==> config.mk <==
export PLATFORM = sky130hd
export DESIGN_NAME = uart_tx_ctrl
export DESIGN_NICKNAME = d
export VERILOG_FILES = /design/src/rtl/uart_tx_ctrl.sv
export SDC_FILE = /design/constraint.sdc
export NUM_CORES = 1
export LEC_CHECK = 0
export ABC_AREA = 0
export BUFFER_PORTS_ARGS = -buffer_cell sky130_fd_sc_hd__buf_4
export CAP_MARGIN = 20
export CORE_AREA = 2 2 50 52
export CTS_CLUSTER_SIZE = 14
export DETAILED_ROUTE_END_ITERATION = 8
export DIE_AREA = 0 0 52 54
export PLACE_DENSITY = 0.54
export SLEW_MARGIN = 20
export SYNTH_ARGS = -nofsm -noshare
export SYNTH_HDL_FRONTEND = slang
export SYNTH_SLANG_ARGS = --single-unit
==> constraint.sdc <==
create_clock -name clk -period 1.8 [get_ports clk]
set_clock_uncertainty 0.05 [all_clocks]
set_input_delay 0.18 -clock clk [delete_from_list [all_inputs] [get_ports clk]]
set_output_delay 0.18 -clock clk [all_outputs]
set_load 0.02 [all_outputs]
==> src/rtl/uart_tx_ctrl.sv <==
// uart_tx_ctrl: UART transmit frame controller sitting in front of the data
// serializer. Latches a byte and its parity settings on a Data_Valid request
// while idle, then sequences START -> DATA -> (PARITY) -> STOP.
// It drives the serializer enable and muxes the UART line; the line idles high.
//
// Build option: define UART_TX_B2B_EN to accept a new request during the STOP
// cycle, so back-to-back frames have no idle gap. In the default build STOP
// always returns to IDLE.
//
//   state  | meaning
//   -------+-----------------------------------------------------------
//   IDLE   | line high, waiting for Data_Valid
//   START  | start bit (low); serializer loads the latched byte
//   DATA   | serializer bits on the line, LSB first, until ser_done
//   PARITY | parity bit from the parity register (only if PAR_EN latched)
//   STOP   | stop bit (high); may accept the next frame with B2B option
module uart_tx_ctrl #(
    parameter int DATA_WIDTH = 8
) (
    input  logic                  clk,
    input  logic                  rst_n,
    input  logic [DATA_WIDTH-1:0] P_DATA,
    input  logic                  Data_Valid,
    input  logic                  PAR_EN,
    input  logic                  PAR_TYP,
    input  logic                  ser_data,
    input  logic                  ser_done,
    output logic [DATA_WIDTH-1:0] ser_p_data,
    output logic                  ser_en,
    output logic                  TX_OUT,
    output logic                  busy
);

    typedef enum logic [2:0] {
        ST_IDLE   = 3'd0,
        ST_START  = 3'd1,
        ST_DATA   = 3'd2,
        ST_PARITY = 3'd3,
        ST_STOP   = 3'd4
    } state_t;

    state_t                state_q, state_d;
    logic [DATA_WIDTH-1:0] data_q, data_d;
    logic                  par_q, par_d;
    logic                  par_en_q, par_en_d;
    logic                  par_typ_q, par_typ_d;
    logic                  accept;

    // Request acceptance: idle always, STOP too when back-to-back is built in.
    always_comb begin
`ifdef UART_TX_B2B_EN
        accept = Data_Valid && ((state_q == ST_IDLE) || (state_q == ST_STOP));
`else
        accept = Data_Valid && (state_q == ST_IDLE);
`endif
    end

    // Next-state and frame-register logic.
    always_comb begin
        state_d   = state_q;
        data_d    = data_q;
        par_en_d  = par_en_q;
        par_typ_d = par_typ_q;
        // The parity register is kept equal to the parity of the latched byte
        // and type, so it can never disagree with what the serializer sends.
        par_d     = (^data_q) ^ par_typ_q;

        if (accept) begin
            data_d    = P_DATA;
            par_en_d  = PAR_EN;
            par_typ_d = PAR_TYP;
            par_d     = (^P_DATA) ^ PAR_TYP;
            state_d   = ST_START;
        end else begin
            case (state_q)
                ST_IDLE:   state_d = ST_IDLE;
                ST_START:  state_d = ST_DATA;
                ST_DATA: begin
                    if (ser_done) begin
                        state_d = par_en_q ? ST_PARITY : ST_STOP;
                    end
                end
                ST_PARITY: state_d = ST_STOP;
                ST_STOP:   state_d = ST_IDLE;
                default:   state_d = ST_IDLE;
            endcase
        end
    end

    // State and frame registers; reset abandons any frame in progress.
    always_ff @(posedge clk or negedge rst_n) begin
        if (!rst_n) begin
            state_q   <= ST_IDLE;
            data_q    <= '0;
            par_q     <= 1'b0;
            par_en_q  <= 1'b0;
            par_typ_q <= 1'b0;
        end else begin
            state_q   <= state_d;
            data_q    <= data_d;
            par_q     <= par_d;
            par_en_q  <= par_en_d;
            par_typ_q <= par_typ_d;
        end
    end

    // Output decode from registered state only, so reset forces the line high
    // without waiting for a clock edge.
    always_comb begin
        TX_OUT = 1'b1;
        case (state_q)
            ST_IDLE:   TX_OUT = 1'b1;
            ST_START:  TX_OUT = 1'b0;
            ST_DATA:   TX_OUT = ser_data;
            ST_PARITY: TX_OUT = par_q;
            ST_STOP:   TX_OUT = 1'b1;
            default:   TX_OUT = 1'b1;
        endcase
    end

    // ser_en drops in the last data-bit cycle so the serializer does not reload.
    always_comb begin
        ser_en = (state_q == ST_START) || ((state_q == ST_DATA) && !ser_done);
        busy   = (state_q != ST_IDLE);
    end

    assign ser_p_data = data_q;

endmodule

==> results.cfg, run 1 <==
[clock_tree]
clockBufferDepth = 2
cts_tree = built
cts.clk_slew.worst_paths_ns = 0.08
cts-htree-levels = 1
cts_sinks = 14
cts_root_buffer = clkbuf_4
clock_latency_ns = 0.26
numCtsBuffers = 3

[final_layout]
area_growth_pct = 34.62
drive_gt1_share_pct = 51.11
fillCellCount = 232
final_nets = 107
multi_input_area_um2 = 399.1
ff_latch_area_um2 = 351.6
fin_cells = 120
antenna_cells = 0

[floorplanning]
io_pins = 26
rows = 18
dieArea_um2 = 2808
start_util_pct = 33.50
die_x_um = 52
dieHeight_um = 54
core-area_um2 = 2320

[logic_synthesis]
synth_top_area_share_pct = 45.09
synth_simple_gate_area_share_pct = 6.924
synth_compound_area_share_pct = 6.441
synth_top_family_by_area = XOR/XNOR gates
yosysWarnings = 0
syn_area_per_cell_um2 = 13.17
syn_inst = 59
synthAdderAreaFrac_pct = 0
synth_seq_cells = 14
syn-num-nets = 74
synth-xor-area-share_pct = 19.32
synthDistinctLibCells = 19
synth_area_leaders = dfrtp_1 (45%), mux2_4 (14%), xnor2_1 (9.0%)
yosysTopAreaCell = dfrtp_1
syn-cell-area_um2 = 777.0
ys_seq_area_share_pct = 45.09
muxShareOfSynthArea_pct = 17.71

[min_path]
holdCritPathClass = primary input to flip-flop
min_delay_path_depth = 3

[drt]
routed_wl_um = 1446
vias_per_cell = 4.408
vias = 529
wl_per_cell_um = 12.05
postRouteAntennaNets = 0
dr.pass1.iters = 4
drc = 0
drt_iter0_drc = 3

[sta]
worst_pin_slew_ns = 0.2251
maxSlewViolCount = 0
final.setup.tns_ns = 0
rsz0062_at_grt = no
setup_violations = 0
finalCritPeriodShare_pct = 93.29
slew_headroom_pct = 84.89
layout_min_cycle_time_ns = 1.679
clock.fmax_ghz = 0.5955
hold_viol_final = 0

[grt]
antenna_found_initial = 0
grt_pass1_wl_um = 2235
track_usage_pct = 11.37
first_global_vias = 521
overflow = 0
grt_max_degree = 15

[power]
irDropWorstVdd_mv = 1.143
p_leak_nw = 0.5020
powerDensity_nw_per_um2 = 2020

[setup_path]
r2r-start = state_q[1]
crit_fanout = 7
required_ns = 1.91
rrSetupSlack_ns = 0.12
crit_path_end = ser_p_data[6]
crit_arrival_ns = 1.79
worstSetupPathType = flip-flop to flip-flop
worstSetupEndpointType = flip-flop
r2r-end = ser_p_data[6]
worstRegToRegCells = 5
worstSetupStartpoint = state_q[1]
cp-start-kind = flip-flop

[placed_design]
dp_hpwl_um = 1145
dp.cells = 116
io_buffers = 25
place_congestion = 0.7644

[job]
cap_violations = 0

[outcome]
outcome = finished, final reports clean
-- power by group --
group	total (W)	switching, W	leakage (nW)	internal (W)
clock	0.000166	0.0000883	0.0138	0.0000772
sequential	0.000637	0.000155	0.167	0.000482
combinational	0.00131	0.000547	0.321	0.000763
-- through the flow --
step	setup slack [ns]	util (%)	hold slack [ns]	instance area [µm²]	power, W
4_1_cts	0.03452	44.55	0.05947	1033	0.002119
2_1_floorplan	0.1838	-	-0.1656	777.0	0.001584
6_report	0.1208	45.09	0.06724	1046	0.002113
3_5_place_dp	0.2462	43.31	-0.006311	1005	0.001953
5_1_grt	0.06689	45.09	0.08875	1046	0.002278
3_3_place_gp	0.2650	43.31	-0.008794	1005	0.001939
-- what timing repair did --
item | CTS | global route
setup endpoints to repair | 1 | 1
hold buffers | 1 | 0
pin swaps | 0 | 0
hold endpoints to repair | 14 | 0
gates cloned | 0 | 0
buffers inserted | 0 | 1
gates resized for setup | 1 | 2
-- routing by layer --
layer  global-route usage (%)  vias up  wire, µm
met4                    5.263        0         0
met3                    3.889        0        82
li1                         -      266         -
met1                    13.13      247       617
met2                    18.99       16       747
met5                        0        -         0
-- sequential cells by signal, summed over array words and instances, names as in the netlist --
name        flops
par_typ_q       1
par_en_q        1
ser_p_data      8
par_q           1
state_q         3
-- cell type report --
class,count,share of cell area [%]
clock buffers,3,2.153
inverters,4,1.435
multi-input cells,40,38.16
flip-flops and latches,14,33.61
well taps,30,3.589
repair buffers,29,21.05
-- logic make-up after synthesis --
logic type / after synthesis
simple gates: 8
flops: 14
compound gates: 8
xor+xnor: 14
buf+inv: 5
mux: 10
-- critical path, stage by stage, from the launching register on --
cell and delay [ns]:
dfrtp_1 0.41, buf_4 0.14, or3_4 0.38, nor2_4 0.09, buf_4 0.19, mux2_4 0.31
-- cells in the mapped netlist (all sizes together) --
library cell and n:
a211o 1, a21oi 5, a311o 1, and3 1
buf 1, dfrtp 14, inv 4, mux2 9
mux2i 1, nand2 2, nor2 1, nor3 2
o21ai 1, or3 2, xnor2 8, xnor3 2
xor2 4
-- placed cells by master, fill, tap and decap left out, types with 3 or more instances in the layout --
cell      instances
xnor2_1           8
buf_4            28
inv_1             4
xor2_1            4
dfrtp_1          13
a21oi_1           4
mux2_4            7
clkbuf_4          3
-- how the worst min path moves through the flow --
stage,slack (ns),from,end
after floorplan,-0.17,rst_n,par_en_q
after global placement,-0.009,rst_n,state_q[0]
after detailed placement,-0.006,rst_n,state_q[0]
after CTS,0.06,PAR_EN,par_en_q
after global routing,0.09,PAR_EN,par_en_q
final,0.07,PAR_EN,par_en_q
Note: power is estimated with default switching activity, not from simulation.
==> run 2: changes to the inputs <==
Settings changed: CORE_AREA 2 2 50 52 to 2 2 44 46, DIE_AREA 0 0 52 54 to 0 0 46 48, PLACE_DENSITY 0.54 to 0.69.
==> run 2 against run 1 <==
Worst hold slack got worse by 0.0010 ns. First-iteration DRC count increased by 100%. Sequential cell count stayed put. Largest cell class unchanged.
==> results.cfg, run 2 (synthesis gave the netlist of run 1 again) <==
[outcome]
outcome = finished, final reports clean

[placed_design]
io_buffers = 25
dpl_cell_area_um2 = 996.0
pre_cts_ws_ns = 0.1393
dp.cells = 104
place_congestion = 0.6930
dp_hpwl_um = 1182

[sta]
final.setup.tns_ns = 0
rsz0062_at_grt = no
maxSlewViolCount = 0
fin_ws_ns = 0.1052
setup_violations = 0
clock.fmax_ghz = 0.5900
hold_viol_final = 0
layout_min_cycle_time_ns = 1.695
finalCritPeriodShare_pct = 94.16
worst_pin_slew_ns = 0.2010
slew_headroom_pct = 86.50

[final_layout]
fin_area_um2 = 1061
drive_gt1_share_pct = 51.61
antenna_cells = 0
fillCellCount = 139
final_common_cell = buf_4
final_nets = 109
largest_reg_flops = 8
multi_input_area_um2 = 399.1
area_growth_pct = 36.55
fin_cells = 110
final_cell_mix = buf_4 (29), dfrtp_1 (14), xnor2_1 (8)
ff_latch_area_um2 = 350.3

[grt]
track_usage_pct = 15.85
overflow = 0
grt_max_degree = 15
grt_pass1_wl_um = 2394
first_global_vias = 557
antenna_found_initial = 0

[min_path]
holdCritPathClass = primary input to flip-flop
hold_path_startpoint = PAR_EN
hold_end = par_en_q
min_delay_path_depth = 3

[drt]
postRouteAntennaNets = 0
vias_per_cell = 4.918
dr.pass1.iters = 4
drt_iter0_drc = 6
routed_wl_um = 1514
drc = 0
wl_per_cell_um = 13.76
vias = 541

[setup_path]
worstRegToRegCells = 4
crit_arrival_ns = 1.46
cp-start-kind = flip-flop
r2r-start = state_q[1]
required_ns = 1.57
worstSetupPathType = flip-flop to output pin
worstSetupEndpointType = output pin
rrSetupSlack_ns = 0.14
r2r-end = ser_p_data[0]
crit_fanout = 7

[clock_tree]
cts-htree-levels = 1
cts_root_buffer = clkbuf_4
cts.clk_slew.worst_paths_ns = 0.08
numCtsBuffers = 3
cts_sinks = 14
cts_tree = built
clockBufferDepth = 2
clock_latency_ns = 0.28

[floorplanning]
io_pins = 26
die_x_um = 46
rows = 15
start_util_pct = 46.00
core-area_um2 = 1689
dieArea_um2 = 2208
dieHeight_um = 48

[power]
irDropWorstVdd_mv = 1.228
p_leak_nw = 0.5219
power_w = 0.002213
powerDensity_nw_per_um2 = 2085

[job]
cap_violations = 0
## run 2: cell count changes in the layout (fill, tap and decap cells not counted), sizes merged
cell,before,now
buf,28,30
clkbuf,3,4
## run 2: report_power, final
part           internal [W]  leakage (nW)  switching (W)
sequential         0.000480         0.169       0.000136
combinational      0.000793         0.332       0.000580
clock              0.000123        0.0210       0.000101
## run 2: worst max path at each step
stage	start	end	slack, ns
after floorplan	state_q[0]	par_typ_q	0.18
final	state_q[0]	ser_en	0.11
after global placement	state_q[1]	ser_p_data[0]	0.18
after global routing	state_q[1]	ser_en	0.03
after detailed placement	state_q[1]	ser_p_data[0]	0.14
after CTS	state_q[0]	ser_en	0.0006
## run 2: layer usage
metal | vias to the layer above | wire length (µm) | part of all wire, % | global-route usage (%)
met3 | 2 | 81 | 5.4 | 4.528
met1 | 255 | 646 | 43 | 18.46
li1 | 268 | - | - | -
met5 | - | 0 | 0 | 0
met4 | 0 | 10 | 0.66 | 6.857
met2 | 16 | 776 | 51 | 27.22
## run 2: area by class of cell
| cell class | instances | area share (%) |
|---|---|---|
| Multi-Input combinational cell | 40 | 37.62 |
| Sequential cell | 14 | 33.02 |
| Timing Repair Buffer | 31 | 22.52 |
| Clock buffer | 4 | 3.420 |
| Tap cell | 17 | 2.005 |
| Inverter | 4 | 1.415 |
## run 2: worst max-delay path, cell delays in order, from the launching register on
cell	delay [ns]
dfrtp_1	0.40
buf_6	0.14
or3_4	0.38
a21oi_2	0.14
buf_4	0.15
## run 2: metrics by stage
| stage | utilization (%) | hold WS [ns] |
|---|---|---|
| 2_1_floorplan | - | -0.1656 |
| 3_3_place_gp | 58.96 | -0.01334 |
| 3_5_place_dp | 58.96 | -0.01185 |
| 4_1_cts | 62.15 | 0.05691 |
| 5_1_grt | 62.81 | 0.07601 |
| 6_report | 62.81 | 0.06622 |
## run 2: timing repair
item	CTS	global route
resized for setup	2	1
pin swaps	1	1
setup endpoints to repair	1	1
hold buffers	1	0
buffers inserted	0	1
gates cloned	0	0
hold endpoints to repair	14	0
==> run 3: changes to the inputs <==
Settings changed: ABC_AREA 0 to 1, CORE_AREA 2 2 44 46 to 2 2 46 48, DIE_AREA 0 0 46 48 to 0 0 48 50, PLACE_DENSITY 0.69 to 0.71.
==> run 3 against run 2 <==
Worst hold slack lost 0.025 ns. Non-clock buffer count fell by 5. Synthesized cell count rose by 120%. Sequential share of layout area down 2.9 points. Global-route usage increased by 2.9 points. Combinational power shrank 12%. Register-to-register slack better by 0.38 ns. Area after synthesis increased by 17%. Largest power group unchanged.
==> results.cfg, run 3 <==
[drt]
dr.pass1.iters = 4
drt_iter0_drc = 6
drc = 0
postRouteAntennaNets = 0
vias = 839
vias_per_cell = 4.535
wl_per_cell_um = 9.908
routed_wl_um = 1833

[final_layout]
area_growth_pct = 28.28
final_cell_mix = nand2_1 (55), buf_4 (25), nand3_1 (17)
final_common_cell = nand2_1
fin_cells = 185
final_nets = 174
fillCellCount = 174
antenna_cells = 0
largest_reg_flops = 8
drive_gt1_share_pct = 27.22

[clock_tree]
cts-htree-levels = 1
cts_sinks = 14
clock_latency_ns = 0.27
cts_setup_buffers = 0
cts_tree = built
cts_root_buffer = clkbuf_4
clockBufferDepth = 2
cts.clk_slew.worst_paths_ns = 0.09
numCtsBuffers = 3

[placed_design]
dp_hpwl_um = 1492
place_congestion = 0.8771
dp.cells = 180
io_buffers = 25

[power]
irDropWorstVdd_mv = 0.7508
p_leak_nw = 0.6578
powerDensity_nw_per_um2 = 1773

[grt]
grt_max_degree = 19
first_global_vias = 808
grt_pass1_wl_um = 3249
overflow = 0
antenna_found_initial = 0
track_usage_pct = 18.77

[sta]
layout_min_cycle_time_ns = 1.566
worst_pin_slew_ns = 0.2432
finalCritPeriodShare_pct = 86.99
maxSlewViolCount = 0
rsz0062_at_grt = no
setup_violations = 0
hold_viol_final = 0
clock.fmax_ghz = 0.6387
final.setup.tns_ns = 0
slew_headroom_pct = 83.79

[logic_synthesis]
synth_most_common_cell = nand2_1
yosysWarnings = 0
synth_edf_count = 0
syn-num-nets = 144
syn_inst = 129
synth_common_cells = nand2_1 (55), nand3_1 (17), inv_1 (15)
synthArstFlopShare_pct = 100.0
synth_top_area_share_pct = 38.62
synth_seq_cells = 14
synth_area_leaders = dfrtp_1 (39%), nand2_1 (23%), nand3_1 (9.4%)
ys_seq_area_share_pct = 38.62
synthDistinctLibCells = 17
syn_area_per_cell_um2 = 7.032
syn-cell-area_um2 = 907.1
yosysTopAreaCell = dfrtp_1
ys.flop_type = dfrtp_1

[floorplanning]
io_pins = 26
dieHeight_um = 50
rows = 16
dieArea_um2 = 2400
die_x_um = 48
start_util_pct = 47.70
core-area_um2 = 1902

[setup_path]
r2r-end = par_q
worstSetupStartpoint = state_q[1]
cp-start-kind = flip-flop
crit_arrival_ns = 1.34
worstSetupPathType = flip-flop to output pin
required_ns = 1.57
crit_path_end = ser_en
worstRegToRegCells = 5
crit_fanout = 3
worstSetupEndpointType = output pin
rrSetupSlack_ns = 0.52
r2r-start = state_q[0]

[outcome]
outcome = finished, final reports clean

[min_path]
min_delay_path_depth = 3
holdCritPathClass = primary input to flip-flop

[job]
cap_violations = 0
run 3: changes by cell type after synthesis, sizes merged, moves of 4 or more:
cell	previous run	this run
nand2	2	56
nand3	0	18
inv	4	19
mux2	9	0
nor2	1	6
o21ai	1	6
a21oi	5	1
xnor2	8	4
run 3: worst max-delay path, stage by stage (launching register included):
cell	delay, ns
dfrtp_1	0.42
inv_2	0.06
nor2_2	0.14
nand2_2	0.10
nor2_4	0.11
inv_2	0.05
nand2_1	0.05
buf_4	0.13
run 3: metal layers:
layer	share of wire, %	track usage, %	vias up	wire length (µm)
li1	-	-	452	-
met1	47	24.49	371	861
met2	50	29.78	14	911
met3	2.2	3.297	2	41
met4	1.0	7.207	0	19
met5	0	0	-	0
run 3: power by group:
part           switching [W]  internal, W
Sequential          0.000177     0.000466
Combinational       0.000703     0.000494
Clock               0.000101     0.000123
run 3: layout make-up:
class	count	area, µm²	area share (%)
multi-input cells	94	470.5	40.43
flip-flops and latches	14	350.3	30.11
repair buffers	26	197.7	16.99
inverters	20	75.07	6.452
clock buffers	4	36.28	3.118
well taps	27	33.78	2.903
run 3: how the worst min path moves through the flow:
stage | from | end | slack [ns]
after global placement | rst_n | ser_p_data[4] | -0.01
after global routing | PAR_EN | par_en_q | 0.06
after detailed placement | rst_n | ser_p_data[4] | -0.01
after floorplan | rst_n | par_en_q | -0.17
after CTS | PAR_EN | par_en_q | 0.04
final | PAR_EN | par_en_q | 0.04
run 3: cell families after synthesis:
group	count (synthesis)	share of synthesized area, %
simple gates	80	39.17
buf+inv	21	9.516
flops	14	38.62
compound gates	7	5.930
xor+xnor	7	6.759
run 3: per-stage QoR:
stage	total power, W	hold slack (ns)	util, %	cell area [µm²]	worst slack [ns]
global placement	0.001825	-0.01356	58.75	1117	0.5556
detailed placement	0.001850	-0.01211	58.75	1117	0.5289
floorplan	0.001476	-0.1656	-	907.1	0.6318
global route	0.002274	0.05952	61.18	1164	0.1164
finish	0.002063	0.04138	61.18	1164	0.2342
CTS	0.002082	0.03605	61.18	1164	0.2238
run 3: what timing repair did:
action,CTS,global route
resized for setup,0,0
hold buffers,1,0
endpoints found under the hold margin,14,0
